**config.mk**
```make
export PLATFORM = sky130hd
export DESIGN_NAME = ex_div
export DESIGN_NICKNAME = d
export VERILOG_FILES = /design/src/rtl/ex_div.sv
export SDC_FILE = /design/constraint.sdc
export NUM_CORES = 1
export LEC_CHECK = 0
export ABC_AREA = 1
export ABC_CLOCK_PERIOD_IN_PS = 2300
export CORE_AREA = 4 4 143 145
export CTS_CLUSTER_SIZE = 10
export DETAILED_ROUTE_END_ITERATION = 8
export DIE_AREA = 0 0 147 149
export GPL_ROUTABILITY_DRIVEN = 0
export HOLD_SLACK_MARGIN = 0.15
export PLACE_DENSITY_LB_ADDON = 0.08
export SYNTH_ARGS = -nofsm -noshare
export SYNTH_HDL_FRONTEND = slang
export SYNTH_SLANG_ARGS = --single-unit
```
**constraint.sdc**
```tcl
create_clock -name clk -period 2.3 [get_ports clk]
set_input_delay 0.23 -clock clk [delete_from_list [all_inputs] [get_ports clk]]
set_output_delay 0.23 -clock clk [all_outputs]
set_load 0.02 [all_outputs]
```
**src/rtl/ex_div.sv**
```systemverilog
// rtl/ex_div.sv - radix-2 restoring 32-bit divider for the EX stage (DIV/DIVU)
// Optional signed support is enabled with `define DIV_SIGNED_EN.
module ex_div (
  input  logic        clk,
  input  logic        rst,
  input  logic        start_in,
  input  logic        annul_in,
  input  logic        signed_div_in,
  input  logic [31:0] opdata1_in,
  input  logic [31:0] opdata2_in,
  output logic [31:0] write_lo_data_out,
  output logic [31:0] write_hi_data_out,
  output logic        ready_out
);

  localparam int DATA_BUS = 32;

  typedef enum logic [1:0] {DIV_FREE, DIV_BY_ZERO, DIV_ON, DIV_END} state_t;

  state_t              state, state_nxt;
  logic [4:0]          cnt;
  logic [DATA_BUS-1:0] rem, quo, dvsr;
  logic [DATA_BUS:0]   diff;
  logic                load, step, finish;
  logic [DATA_BUS-1:0] op1_abs, op2_abs, quo_fix, rem_fix;

`ifdef DIV_SIGNED_EN
  logic neg1, neg2, neg_q, neg_r;

  assign neg1    = signed_div_in & opdata1_in[DATA_BUS-1];
  assign neg2    = signed_div_in & opdata2_in[DATA_BUS-1];
  assign op1_abs = neg1 ? -opdata1_in : opdata1_in;
  assign op2_abs = neg2 ? -opdata2_in : opdata2_in;
  assign quo_fix = neg_q ? -quo : quo;
  assign rem_fix = neg_r ? -rem : rem;

  // Remainder takes the dividend's sign; quotient is negative when signs differ.
  always_ff @(posedge clk or negedge rst) begin
    if (!rst) begin
      neg_q <= 1'b0;
      neg_r <= 1'b0;
    end else if (load) begin
      neg_q <= neg1 ^ neg2;
      neg_r <= neg1;
    end
  end
`else
  logic unused_signed;

  assign unused_signed = signed_div_in;
  assign op1_abs       = opdata1_in;
  assign op2_abs       = opdata2_in;
  assign quo_fix       = quo;
  assign rem_fix       = rem;
`endif

  // Trial subtraction of the divisor from the partial remainder plus next dividend bit.
  assign diff = {rem, quo[DATA_BUS-1]} - {1'b0, dvsr};

  always_ff @(posedge clk or negedge rst) begin
    if (!rst) state <= DIV_FREE;
    else      state <= state_nxt;
  end

  always_comb begin
    state_nxt = state;
    case (state)
      DIV_FREE:    if (start_in && !annul_in)
                     state_nxt = (opdata2_in == '0) ? DIV_BY_ZERO : DIV_ON;
      DIV_BY_ZERO: state_nxt = annul_in ? DIV_FREE : DIV_END;
      DIV_ON:      if (annul_in)          state_nxt = DIV_FREE;
                   else if (cnt == 5'd31) state_nxt = DIV_END;
      DIV_END:     if (!start_in) state_nxt = DIV_FREE;
      default:     state_nxt = DIV_FREE;
    endcase
  end

  always_comb begin
    load   = 1'b0;
    step   = 1'b0;
    finish = 1'b0;
    case (state)
      DIV_FREE: load   = start_in && !annul_in;
      DIV_ON:   step   = !annul_in;
      DIV_END:  finish = start_in;
      default:  ;
    endcase
  end

  always_ff @(posedge clk or negedge rst) begin
    if (!rst) begin
      cnt               <= '0;
      rem               <= '0;
      quo               <= '0;
      dvsr              <= '0;
      write_lo_data_out <= '0;
      write_hi_data_out <= '0;
      ready_out         <= 1'b0;
    end else begin
      if (load) begin
        // A zero divisor leaves quotient and remainder at 0 for the result.
        rem  <= '0;
        quo  <= (opdata2_in == '0) ? '0 : op1_abs;
        dvsr <= op2_abs;
        cnt  <= '0;
      end else if (step) begin
        cnt <= cnt + 5'd1;
        if (!diff[DATA_BUS]) begin
          rem <= diff[DATA_BUS-1:0];
          quo <= {quo[DATA_BUS-2:0], 1'b1};
        end else begin
          rem <= {rem[DATA_BUS-2:0], quo[DATA_BUS-1]};
          quo <= {quo[DATA_BUS-2:0], 1'b0};
        end
      end
      ready_out         <= finish;
      write_lo_data_out <= finish ? quo_fix : '0;
      write_hi_data_out <= finish ? rem_fix : '0;
    end
  end

endmodule

```
==> flow_metrics.tcl <==
set metrics [dict create \
    synth_area_um2 9430 \
    place_hpwl_um 17600 \
    htreeDepth 4 \
    finalSetupViolCount 0 \
    antenna_found_initial 0 \
    numPortBuffers 132 \
    grt_max_degree 96 \
    slew_headroom 0.622 \
    die_h_um 149 \
    wl_per_cell_um 14.3 \
    yosys_warnings 0 \
    maxSlewViolCount 0 \
    synth.most_common_cell "nand2_1" \
    drc 0 \
    drt_iter0_markers 657 \
    cts-root-buf "clkbuf_16" \
    vias 8482 \
    grt_pass1_wl_um 39800 \
    max_freq_mhz 450 \
    grt_pass1_vias 8032 \
    power_leakage_nw 6.48 \
    rows 51 \
    fin_util 0.641 \
    synth_top_area_frac 0.446 \
    placed_cell_area_um2 11200 \
    die_w_um 147 \
    synth_edf_count 0 \
    fin_crit_ps 2220 \
    syn_nets 1393 \
    rsz0062_at_grt "yes" \
    place_inst 1675 \
    yosysTopAreaCell "dfrtp_1" \
    cp.required_ps 2630 \
    synth_flop_cell "dfrtp_1" \
    num_io_pins 134 \
    synth-seq-cells 168 \
    nets 1542 \
    setup-tns-final_ps 0 \
    cts_sinks 168 \
    cpMostUsedCell "nand2_2" \
    vias_per_cell 4.95 \
    powerDensity_nw_per_um2 1230 \
    core-area_um2 19200 \
    ys_top_cells_by_area "dfrtp_1 (45%), nand2_1 (17%), inv_1 (8.2%), ha_1 (4.9%), nor2_1 (4.7%)" \
    r2r_setup_slack_ps 80 \
    hold_class "input pin to async pin" \
    path_max_fanout 8 \
    synthCells 1286 \
    worstMarginPinSlew_ps 563 \
    overflow 0 \
    drive_gt1_frac 0.122 \
    ir_drop_uv 609 \
    diodes 0 \
    crit_slowest_cell "dfrtp_1" \
    synthToLayoutAreaGrowth_pct 30.5 \
    min_period_over_period 0.967 \
    hold_violations 0 \
    clkLatencyLatePin_ps 440 \
    first_pass_iters 5 \
    cpPeakStageDelay_ps 410 \
    status "finished, final reports clean" \
    initial_core_util 0.491 \
    synth_seq_area_share 0.446 \
    final_cell_area_um2 12300 \
    ys_types 40 \
    cp.arrival_ps 2550 \
    grt_usage 0.223 \
    async_flop_share 1.00 \
    tritoncts "yes" \
    worstSetupEndpointType "register" \
    syn_area_per_cell_um2 7.33 \
    cts.path.max_buffers 2 \
    path_class "register to register" \
    fin_skew_ps 11.6 \
    cts-buffers-inserted 17 \
    startpoint_type "register" \
    path_cells "ha_4, fa_2, inv_2, nand2_2, nand2_2, nand3_2, nand2_2, nand2_2, nand2_2, nand2_4, nand2_4, nand2_8, nand2_8, clkbuf_16, nand2_2, nand3_1, nand2_1" \
    die_area_um2 21900 \
    finalNonFillerCells 1713 \
    antenna_left 0 \
    drt_wl_total_um 24400 \
    synth_common_cells "nand2_1 (416), inv_1 (207), dfrtp_1 (168)" \
    drv_cap 0 \
    path_clk_slew_ps 70 \
]
## report_power, final
part           switching (mW)  leakage, nW  internal [mW]
sequential              0.493         2.16           3.80
clock                    1.39        0.283           1.56
combinational            4.81         4.03           3.05
## logic make-up after synthesis
family / count (synthesis) / share of synthesized area
buffers and inverters: 258 / 0.109
adders and majority gates: 38 / 0.0512
DFF: 168 / 0.446
AOI/OAI and AO/OA: 136 / 0.0801
xor gates and xnor gates: 15 / 0.0139
and+or+nand+nor: 671 / 0.300
## cells in the final DEF, fill, tap and decap left out, types with 3 or more instances in the layout
master           netlist  routed
nand3_2               11      23
ha_1                  37      22
xnor2_1               12      12
nor3_1                 5       5
ha_4                   0      14
inv_2                  9      11
clkinv_8               0       4
nor4_1                 3       3
buf_12                 0       8
inv_8                  0       3
inv_1                207     205
buf_4                  4      26
o21ai_0               39      39
nand2_4                2       4
nand2_2                8      31
dfrtp_1              168     167
xor2_1                 3       3
nand3_1               81      68
clkdlybuf4s50_1        0     131
nand2_1              416     389
o22ai_1               30      30
clkbuf_16              0      19
clkinvlp_4             0       4
or2_2                  3       3
nand3b_1               9       9
a21oi_1               56      55
nor2_2                 2       9
nand4_1                7       7
and2_1                 3       3
nor2_1               118     111
## final timing paths
path	start	to	cells past startpoint
min in group clk	opdata1_in[21]	quo[21]	3
max in group asynchronous	rst	write_hi_data_out[1]	3
max reg2reg	dvsr[0]	rem[24]	17
min	rst	dvsr[5]	2
min reg2reg	cnt[3]	cnt[3]	1
max	dvsr[0]	rem[24]	17
## critical path: cells and delay by family (launching register included)
kind / cells / cell delay [ps]
AND/OR/NAND/NOR: 13 / 910
adder cells (fa/ha/maj): 2 / 540
buffers and inverters: 2 / 250
flip-flops: 1 / 410
## repair_timing
action,CTS,global route
cloned,0,2
hold buffers,1,0
gates resized for setup,4,73
buffers inserted,0,3
endpoints found under the setup margin,20,33
pin swaps,0,22
endpoints found under the hold margin,53,0
## per-stage QoR
| step | setup slack (ps) | total power [mW] | hold WS [ps] |
|---|---|---|---|
| 2_1_floorplan | 67.5 | 9.24 | -65.6 |
| 3_3_place_gp | 9.19 | 11.2 | 247 |
| 3_5_place_dp | -8.14 | 11.3 | 241 |
| 4_1_cts | 1.52 | 14.3 | 333 |
| 5_1_grt | -38.5 | 16.3 | 348 |
| 6_report | 75.7 | 15.1 | 324 |
## flip-flops by register name, indices dropped and copies added, names as in the netlist
signal and cells:
quo 32, rem 32, dvsr 32, state 2, write_hi_data_out 32, ready_out 1, write_lo_data_out 32, cnt 5
## final cells by class
class,count,area [µm²]
fillers,1673,6900
multi-input cells,860,4580
flip-flops and latches,168,4210
repair buffers,171,1760
inverters,217,815
clock buffers,17,425
well taps,265,332
clock inverters,15,185
## per-layer routing
layer,vias up,track usage,wire (µm)
li1,4292,-,-
met1,3946,0.312,11500
met2,198,0.357,11400
met3,46,0.0331,959
met4,0,0.0760,622
met5,-,0,0
Power figures use the tool's default switching activity.
